## src/rtl/wb_arbiter_pkg.sv

```systemverilog
// rtl/wb_arbiter_pkg.sv - shared types, defaults and helpers for the write-back arbiter
package wb_arbiter_pkg;

   localparam int WB_XLEN          = 32;
   localparam int DEF_DEPTH        = 2;
   localparam int DEF_STARVE_LIMIT = 4;

   typedef struct packed {
      logic [4:0]         rd;
      logic [WB_XLEN-1:0] data;
   } wb_req_t;

   function automatic logic [31:0] rd_onehot(input logic [4:0] rd);
      rd_onehot = 32'd1 << rd;
   endfunction

endpackage

```

## src/rtl/wb_fifo.sv

```systemverilog
// rtl/wb_fifo.sv - small in-order FIFO of write-back requests with per-entry visibility
module wb_fifo
   import wb_arbiter_pkg::*;
#(
   parameter type entry_t = wb_req_t,
   parameter int  DEPTH   = DEF_DEPTH
) (
   input  logic                   clk,
   input  logic                   arst_n,
   input  logic                   push,
   input  entry_t                 push_entry,
   input  logic                   pop,
   output logic                   full,
   output logic                   empty,
   output entry_t                 head,
   output logic [DEPTH-1:0]       valid,
   output entry_t [DEPTH-1:0]     entries
);

   localparam int AW = $clog2(DEPTH);

   entry_t [DEPTH-1:0] mem;
   logic [AW-1:0]      wr_ptr;
   logic [AW-1:0]      rd_ptr;
   logic [AW:0]        count;

   // Payload storage carries no reset; validity is tracked separately.
   always_ff @(posedge clk) begin
      if (push) mem[wr_ptr] <= push_entry;
   end

   always_ff @(posedge clk or negedge arst_n) begin
      if (!arst_n) begin
         wr_ptr <= '0;
         rd_ptr <= '0;
         count  <= '0;
         valid  <= '0;
      end else begin
         if (push) begin
            valid[wr_ptr] <= 1'b1;
            wr_ptr        <= wr_ptr + 1'b1;
         end
         if (pop) begin
            valid[rd_ptr] <= 1'b0;
            rd_ptr        <= rd_ptr + 1'b1;
         end
         count <= count + {{AW{1'b0}}, push} - {{AW{1'b0}}, pop};
      end
   end

   assign full    = (count == (AW+1)'(DEPTH));
   assign empty   = (count == '0);
   assign head    = mem[rd_ptr];
   assign entries = mem;

endmodule

```

## src/rtl/wb_arbiter.sv

```systemverilog
// rtl/wb_arbiter.sv - register-file write-port arbiter between pipeline write-back and MDU results
module wb_arbiter
   import wb_arbiter_pkg::*;
#(
   parameter int XLEN         = 32,
   parameter int DEPTH        = DEF_DEPTH,
   parameter int STARVE_LIMIT = DEF_STARVE_LIMIT
) (
   input  logic            clk,
   input  logic            arst_n,
   input  logic            pipe_wb_en,
   input  logic [4:0]      pipe_rd,
   input  logic [XLEN-1:0] pipe_wb_data,
   output logic            pipe_stall,
   input  logic            mdu_valid,
   input  logic [4:0]      mdu_rd,
   input  logic [XLEN-1:0] mdu_data,
   output logic            mdu_ready,
   output logic            rf_we,
   output logic [4:0]      rf_waddr,
   output logic [XLEN-1:0] rf_wdata,
   output logic [31:0]     pending_mask
);

   typedef struct packed {
      logic [4:0]      rd;
      logic [XLEN-1:0] data;
   } req_t;

   localparam int CW = $clog2(STARVE_LIMIT + 1);

   logic             pipe_req;
   logic             push;
   logic             fifo_grant;
   logic             full;
   logic             empty;
   req_t             push_entry;
   req_t             head;
   logic [DEPTH-1:0] valid;
   req_t [DEPTH-1:0] entries;
   logic [CW-1:0]    starve_cnt;

   assign pipe_req   = pipe_wb_en && (pipe_rd != 5'd0);
   assign mdu_ready  = !full;
   // Results aimed at x0 are consumed but never buffered.
   assign push       = mdu_valid && !full && (mdu_rd != 5'd0);
   assign push_entry = '{rd: mdu_rd, data: mdu_data};
   assign fifo_grant = !empty && (!pipe_req || starve_cnt == CW'(STARVE_LIMIT));

   wb_fifo #(
      .entry_t (req_t),
      .DEPTH   (DEPTH)
   ) u_fifo (
      .clk        (clk),
      .arst_n     (arst_n),
      .push       (push),
      .push_entry (push_entry),
      .pop        (fifo_grant),
      .full       (full),
      .empty      (empty),
      .head       (head),
      .valid      (valid),
      .entries    (entries)
   );

   always_comb begin
      rf_we      = 1'b0;
      rf_waddr   = 5'd0;
      rf_wdata   = '0;
      pipe_stall = 1'b0;
      if (fifo_grant) begin
         rf_we      = 1'b1;
         rf_waddr   = head.rd;
         rf_wdata   = head.data;
         pipe_stall = pipe_req;
      end else if (pipe_req) begin
         rf_we    = 1'b1;
         rf_waddr = pipe_rd;
         rf_wdata = pipe_wb_data;
      end
   end

   always_comb begin
      pending_mask = '0;
      for (int i = 0; i < DEPTH; i++) begin
         if (valid[i]) pending_mask |= rd_onehot(entries[i].rd);
      end
   end

   // Counts pipe wins while results wait; saturation triggers the forced drain.
   always_ff @(posedge clk or negedge arst_n) begin
      if (!arst_n) begin
         starve_cnt <= '0;
      end else if (empty || fifo_grant) begin
         starve_cnt <= '0;
      end else if (starve_cnt != CW'(STARVE_LIMIT)) begin
         starve_cnt <= starve_cnt + 1'b1;
      end
   end

endmodule

```

## config.mk

```make
export PLATFORM = sky130hd
export DESIGN_NAME = wb_arbiter
export DESIGN_NICKNAME = d
export VERILOG_FILES = /design/src/rtl/wb_arbiter_pkg.sv /design/src/rtl/wb_fifo.sv /design/src/rtl/wb_arbiter.sv
export SDC_FILE = /design/constraint.sdc
export NUM_CORES = 1
export LEC_CHECK = 0
export ABC_AREA = 1
export CORE_ASPECT_RATIO = 1.4
export CORE_UTILIZATION = 51
export CTS_BUF_LIST = sky130_fd_sc_hd__clkbuf_8
export CTS_CLUSTER_DIAMETER = 150
export DETAILED_ROUTE_END_ITERATION = 12
export PLACE_DENSITY = 0.95
export SYNTH_ARGS = -nofsm -noshare
export SYNTH_HDL_FRONTEND = slang
export SYNTH_SLANG_ARGS = --single-unit
```

## constraint.sdc

```tcl
create_clock -name clk -period 6.4 [get_ports clk]
set_clock_uncertainty 0.1 [all_clocks]
set_input_delay 1.28 -clock clk [delete_from_list [all_inputs] [get_ports clk]]
set_output_delay 1.28 -clock clk [all_outputs]
set_load 0.02 [all_outputs]
```

## Word level (Yosys, flattened, before mapping)

Cells that the tools add are included.

- Register bits: 83
- Latch bits: 0
- Bits in writable memories: 0
- Memory bits (read-only): 0
- Word-level logic and storage cells: 64
- Memories kept: 0

- $add $sub $neg: 5
- Multipliers: 0
- Div/mod/pow operators: 0
- Order comparisons: 4
- Equality and inequality tests: 3
- Shift operators: 2
- Mux-type cells: 22
- Bitwise operators: 4
- Reduce and logical (&&, ||, !) cells: 15

Operators by type and width:

| kind | count |
|---|---|
| $mux W32 | 4 |
| $mux W37 | 3 |
| $bwmux W74 | 1 |
| $shl A1 B5 Y32 const A | 2 |
| $demux W37 S1 | 1 |
| $or A32 B32 Y32 | 1 |
| $mux W5 | 2 |
| $reduce_bool A5 Y1 | 2 |
| $logic_and A1 B1 Y1 | 6 |
| $mux W3 | 2 |
| $mux W1 | 5 |
| $lt A1 B2 Y1 const B | 2 |
| $mux W2 | 2 |
| $add A3 B1 Y3 const B | 1 |
| $eq A3 B3 Y1 const B | 1 |
| $logic_not A1 Y1 | 3 |
| $ne A3 B3 Y1 const B | 1 |
| $add A1 B1 Y1 const B | 2 |
| $add A2 B1 Y2 | 1 |
| $and A2 B2 Y2 | 1 |
| $demux W1 S1 | 2 |
| $eq A2 B2 Y1 const B | 1 |
| $ge A1 B1 Y1 const B | 2 |
| $logic_not A2 Y1 | 1 |
| other kinds (5) | 6 |

## Depth between registers and ports, before layout

- Depth in word-level cells: 8
- Depth in mapped cells: 10

## Hierarchy

From an unflattened synthesis, not the netlist that was laid out.

- Cell total of the unflattened synthesis: 522
- Area total of the unflattened synthesis: 4600.7 µm²

Modules (own cells, without submodules):

| module | instances | cells an instance | area each (µm²) | sequential area each (µm²) |
|---|---|---|---|---|
| wb_fifo | 1 | 229 | 2989.1 | 2372.3 |
| wb_arbiter | 1 | 293 | 1611.5 | 75.1 |

## Worst setup path before layout

No wires, ideal clock.

- Path kind: input-to-reg
- Start: input port mdu_valid
- End: register u_fifo.mem (netlist bit u_fifo.entries[37]), enable pin
- Setup time: 0.434 ns
- Arrival time: 3.101 ns
- Data required time: 5.866 ns
- Path slack: 2.765 ns
- Cell stages on the path: 4
- Buffers on the path: 0
- Cells stage by stage: inv_1 > nor2_1 > nand2_1 > nor2_1

- Longest elaborated chain between the ends: 2

Ends and longest elaborated chain:

| item | line | source |
|---|---|---|
| from (decl) | wb_arbiter.sv:15 | `input logic mdu_valid,` |
| $logic_and A1 B1 Y1 (2 in a row) | wb_arbiter.sv:46 | `assign push = mdu_valid && !full && (mdu_rd != 5'd0);` |
| to (signal, indexed assignment) | wb_fifo.sv:29 | `if (push) mem[wr_ptr] <= push_entry;` |
| to (decl) | wb_fifo.sv:22 | `entry_t [DEPTH-1:0] mem;` |

Every way passes these cells.
A chain may end at the register's enable or synchronous reset.

## Worst setup path after layout

- Start: input port pipe_rd[4]
- End: output port rf_wdata[18]

- Longest elaborated chain between the ends: 6
- Elaborated cells on any way between the ends: 7
- Classes of those cells: mux: 2; reduce/logical: 5

Ends and longest elaborated chain:

| item | line | source |
|---|---|---|
| from (decl) | wb_arbiter.sv:12 | `input logic [4:0] pipe_rd,` |
| $reduce_bool A5 Y1 (*) | wb_arbiter.sv:43 | `assign pipe_req = pipe_wb_en && (pipe_rd != 5'd0);` |
| $logic_and A1 B1 Y1 (*) | wb_arbiter.sv:43 |  |
| $logic_not A1 Y1 | wb_arbiter.sv:48 | `assign fifo_grant = !empty && (!pipe_req \|\| starve_cnt == CW'(STARVE_LIMIT));` |
| $logic_or A1 B1 Y1 | wb_arbiter.sv:48 |  |
| $logic_and A1 B1 Y1 | wb_arbiter.sv:48 |  |
| $mux W32 (*) | wb_arbiter.sv:71 | `if (fifo_grant) begin` |
| to (decl) | wb_arbiter.sv:21 | `output logic [XLEN-1:0] rf_wdata,` |

Mark *: on every way between the ends. The rest lies on a longest branch, timed or not.

==> flow_metrics.env <==
export IMPL_place_hpwl_um=8180
export IMPL_clk_pin_slew_ns=0.07
export IMPL_grt_use_met2=0.493
export IMPL_met1_usage=0.284
export IMPL_grt_pass1_vias=3743
export IMPL_syn_area_mm2=0.00431
export IMPL_mostFrequentLayoutCell="clkdlybuf4s50_1"
export IMPL_grt_pass1_wl_um=17700
export IMPL_top_usage_layer="met2"
export IMPL_postSynthCellCount=442
export IMPL_num_rows=39
export IMPL_tns_ns=0
export IMPL_power_total_w=0.00211
export IMPL_tightest_slew_ns=1.13
export IMPL_firstDrtPassIters=6
export IMPL_cts_hold_buf=0
export IMPL_drt_vias_per_instance=5.54
export IMPL_wire_per_inst_um=16.7
export IMPL_path_delay_family="buffers and inverters"
export IMPL_antenna_left=0
export IMPL_final_nets=659
export IMPL_fin_crit_sh=0.827
export IMPL_finalHoldViolCount=0
export IMPL_port_buffers=149
export IMPL_wl_um=11400
export IMPL_power_density_mw_per_mm2=354
export IMPL_ys_types=23
export IMPL_drt_iter0_markers=217
export IMPL_drc=0
export IMPL_initial_core_util=0.526
export IMPL_final_cell_area_mm2=0.00597
export IMPL_hold_depth=1
export IMPL_antenna_found_initial=0
export IMPL_critPathKind="in2out"
export IMPL_n_antenna_cell=0
export IMPL_endpoint_kind="output pin"
export IMPL_slew_violations=0
export IMPL_min_from="starve_cnt[0]"
export IMPL_vias=3794
export IMPL_slew_headroom=0.245
export IMPL_worst_ep_arrival_time_ns=3.91
export IMPL_cp_slowest_cell="inv_2"
export IMPL_leakage_nw=2.28
export IMPL_reg2reg_from="u_fifo.count[1]"
export IMPL_regToRegSetupSlack_ns=4.16
export IMPL_overflow=0
export IMPL_worst_ir_drop_vdd_mv=0.245
export IMPL_grt_max_degree=45
export IMPL_fin_crit_ns=5.29
export IMPL_cts_path_max_buffers=2
export IMPL_insertion_delay_ns=0.36
export IMPL_hold_end="starve_cnt[0]"
export IMPL_core_area_mm2=0.00820
export IMPL_setup_violations=0
export IMPL_start_kind="input port"
export IMPL_track_usage=0.269
export IMPL_die_x_um=79.7
export IMPL_io_pins=150
export IMPL_ys_seq_elements=83
export IMPL_final_cell_mix="149 x clkdlybuf4s50_1, 140 x nand2_1, 74 x edfxtp_1, 46 x nand3_1, 33 x mux2_2"
export IMPL_slowest_delay_ns=0.63
export IMPL_gp_congestion=0.937
export IMPL_ctsHtreeMaxLevel=3
export IMPL_gr_usage_met3=0.0354
export IMPL_cts_setup_buffers=0
export IMPL_cts_repair_resized=0
export IMPL_cp_max_fo=39
export IMPL_yosysWarnings=0
export IMPL_die_h_um=111
export IMPL_cp_depth=9
export IMPL_hp_class="reg2reg"
export IMPL_drv_cap=0
export IMPL_path_cells="clkdlybuf4s50_1, nor2_1, nand3_2, nand3_4, nand2_4, inv_2, nand2_1, nand2_1, clkdlybuf4s50_1"
export IMPL_worst_ep_required_time_ns=5.02
export IMPL_cts_buffers=9
export IMPL_cts_sinks=83
export IMPL_rsz0062_at_grt="no"
export IMPL_syn_num_nets=523
export IMPL_cp_num_buf_inv=3
export IMPL_area_delta_synth_final_pct=38.4
export IMPL_ys_seq_area_frac=0.568
export IMPL_die_area_mm2=0.00883
export IMPL_reg2reg_to="u_fifo.entries[56]"
export IMPL_max_freq_mhz=189
export IMPL_r2r_cells=5
export IMPL_drive_above_1_share=0.111
export IMPL_tritoncts="done"
export IMPL_postSynthAreaPerCell_um2=9.75
export IMPL_fin_hold_ws_ns=0.386
export IMPL_place_area_mm2=0.00579
export IMPL_status="completed"
export IMPL_clockRootBuffer="clkbuf_8"
synthesized netlist by cell type:
master,n,area share
nand2_1,140,0.12
edfxtp_1,74,0.52
nand3_1,46,0.053
mux2_2,33,0.086
o21ai_0,29,0.034
nor2_1,24,0.021
inv_1,18,0.016
buf_2,11,0.013
inv_2,10,0.0087
o21ai_1,10,0.012
dfrtp_1,9,0.052
nor3_1,8,0.0093
buf_6,6,0.016
clkbuf_1,6,0.0052
nor4_1,6,0.0087
ha_1,3,0.0087
buf_4,2,0.0035
nand3b_1,2,0.0035
nand2_4,1,0.0026
nand3_2,1,0.0023
nand3_4,1,0.0041
nor2_2,1,0.0015
xnor2_1,1,0.0020
metal layers:
layer	vias to the layer above	routed length, µm
met3	37	773
met4	0	414
met1	1766	4000
met2	211	6230
met5	-	0
li1	1780	-
flip-flops by register name, summed over array words and instances (netlist names):
signal          count
u_fifo.wr_ptr       1
starve_cnt          3
u_fifo.rd_ptr       1
u_fifo.count        2
u_fifo.valid        2
u_fifo.entries     74
through the flow:
step	setup WS, ns	utilization	cells
after floorplan	2.76	-	442
after global placement	1.23	0.707	669
after detailed placement	1.10	0.707	669
after CTS	1.09	0.728	685
after global routing	0.902	0.728	685
final	1.11	0.728	685
kinds of logic (layout without fill, tap and decap cells):
group / count (synthesis) / count (layout) / synth area share
AOI/OAI and AO/OA: 39 / 39 / 0.0453
buffers and inverters: 53 / 194 / 0.0616
muxes: 33 / 33 / 0.0862
xor gates and xnor gates: 1 / 1 / 0.00203
DFF: 83 / 83 / 0.568
adders and majority gates: 3 / 3 / 0.00871
and+or+nand+nor: 230 / 230 / 0.228
power breakdown:
group          internal, W  total [W]  switching (W)
Combinational     0.000407   0.000937       0.000530
Clock             0.000157   0.000333       0.000176
Sequential        0.000737   0.000840       0.000103
cell type report:
cell class	count	area, µm²
Clock buffer	11	151
Clock inverter	5	22.5
Fill cell	598	2230
Inverter	28	105
Multi-Input combinational cell	306	1610
Sequential cell	83	2450
Tap cell	102	128
Timing Repair Buffer	150	1500
worst reg2reg max path: cells and delay by family (launching register included):
kind / cells / cell delay (ns)
simple gates: 4 / 1.22
flops: 1 / 0.43
buf+inv: 1 / 0.09
how the worst max path moves through the flow:
stage          startpoint                  to  slack (ns)
6_report       pipe_rd[4]        rf_wdata[18]        1.11
5_1_grt        pipe_rd[4]        rf_wdata[18]        0.90
4_1_cts        pipe_rd[0]        rf_wdata[18]        1.09
3_5_place_dp   pipe_rd[0]        rf_wdata[18]        1.10
3_3_place_gp   pipe_rd[1]         rf_wdata[1]        1.23
2_1_floorplan   mdu_valid  u_fifo.entries[37]        2.76
Note: power is estimated with default switching activity, not from simulation.
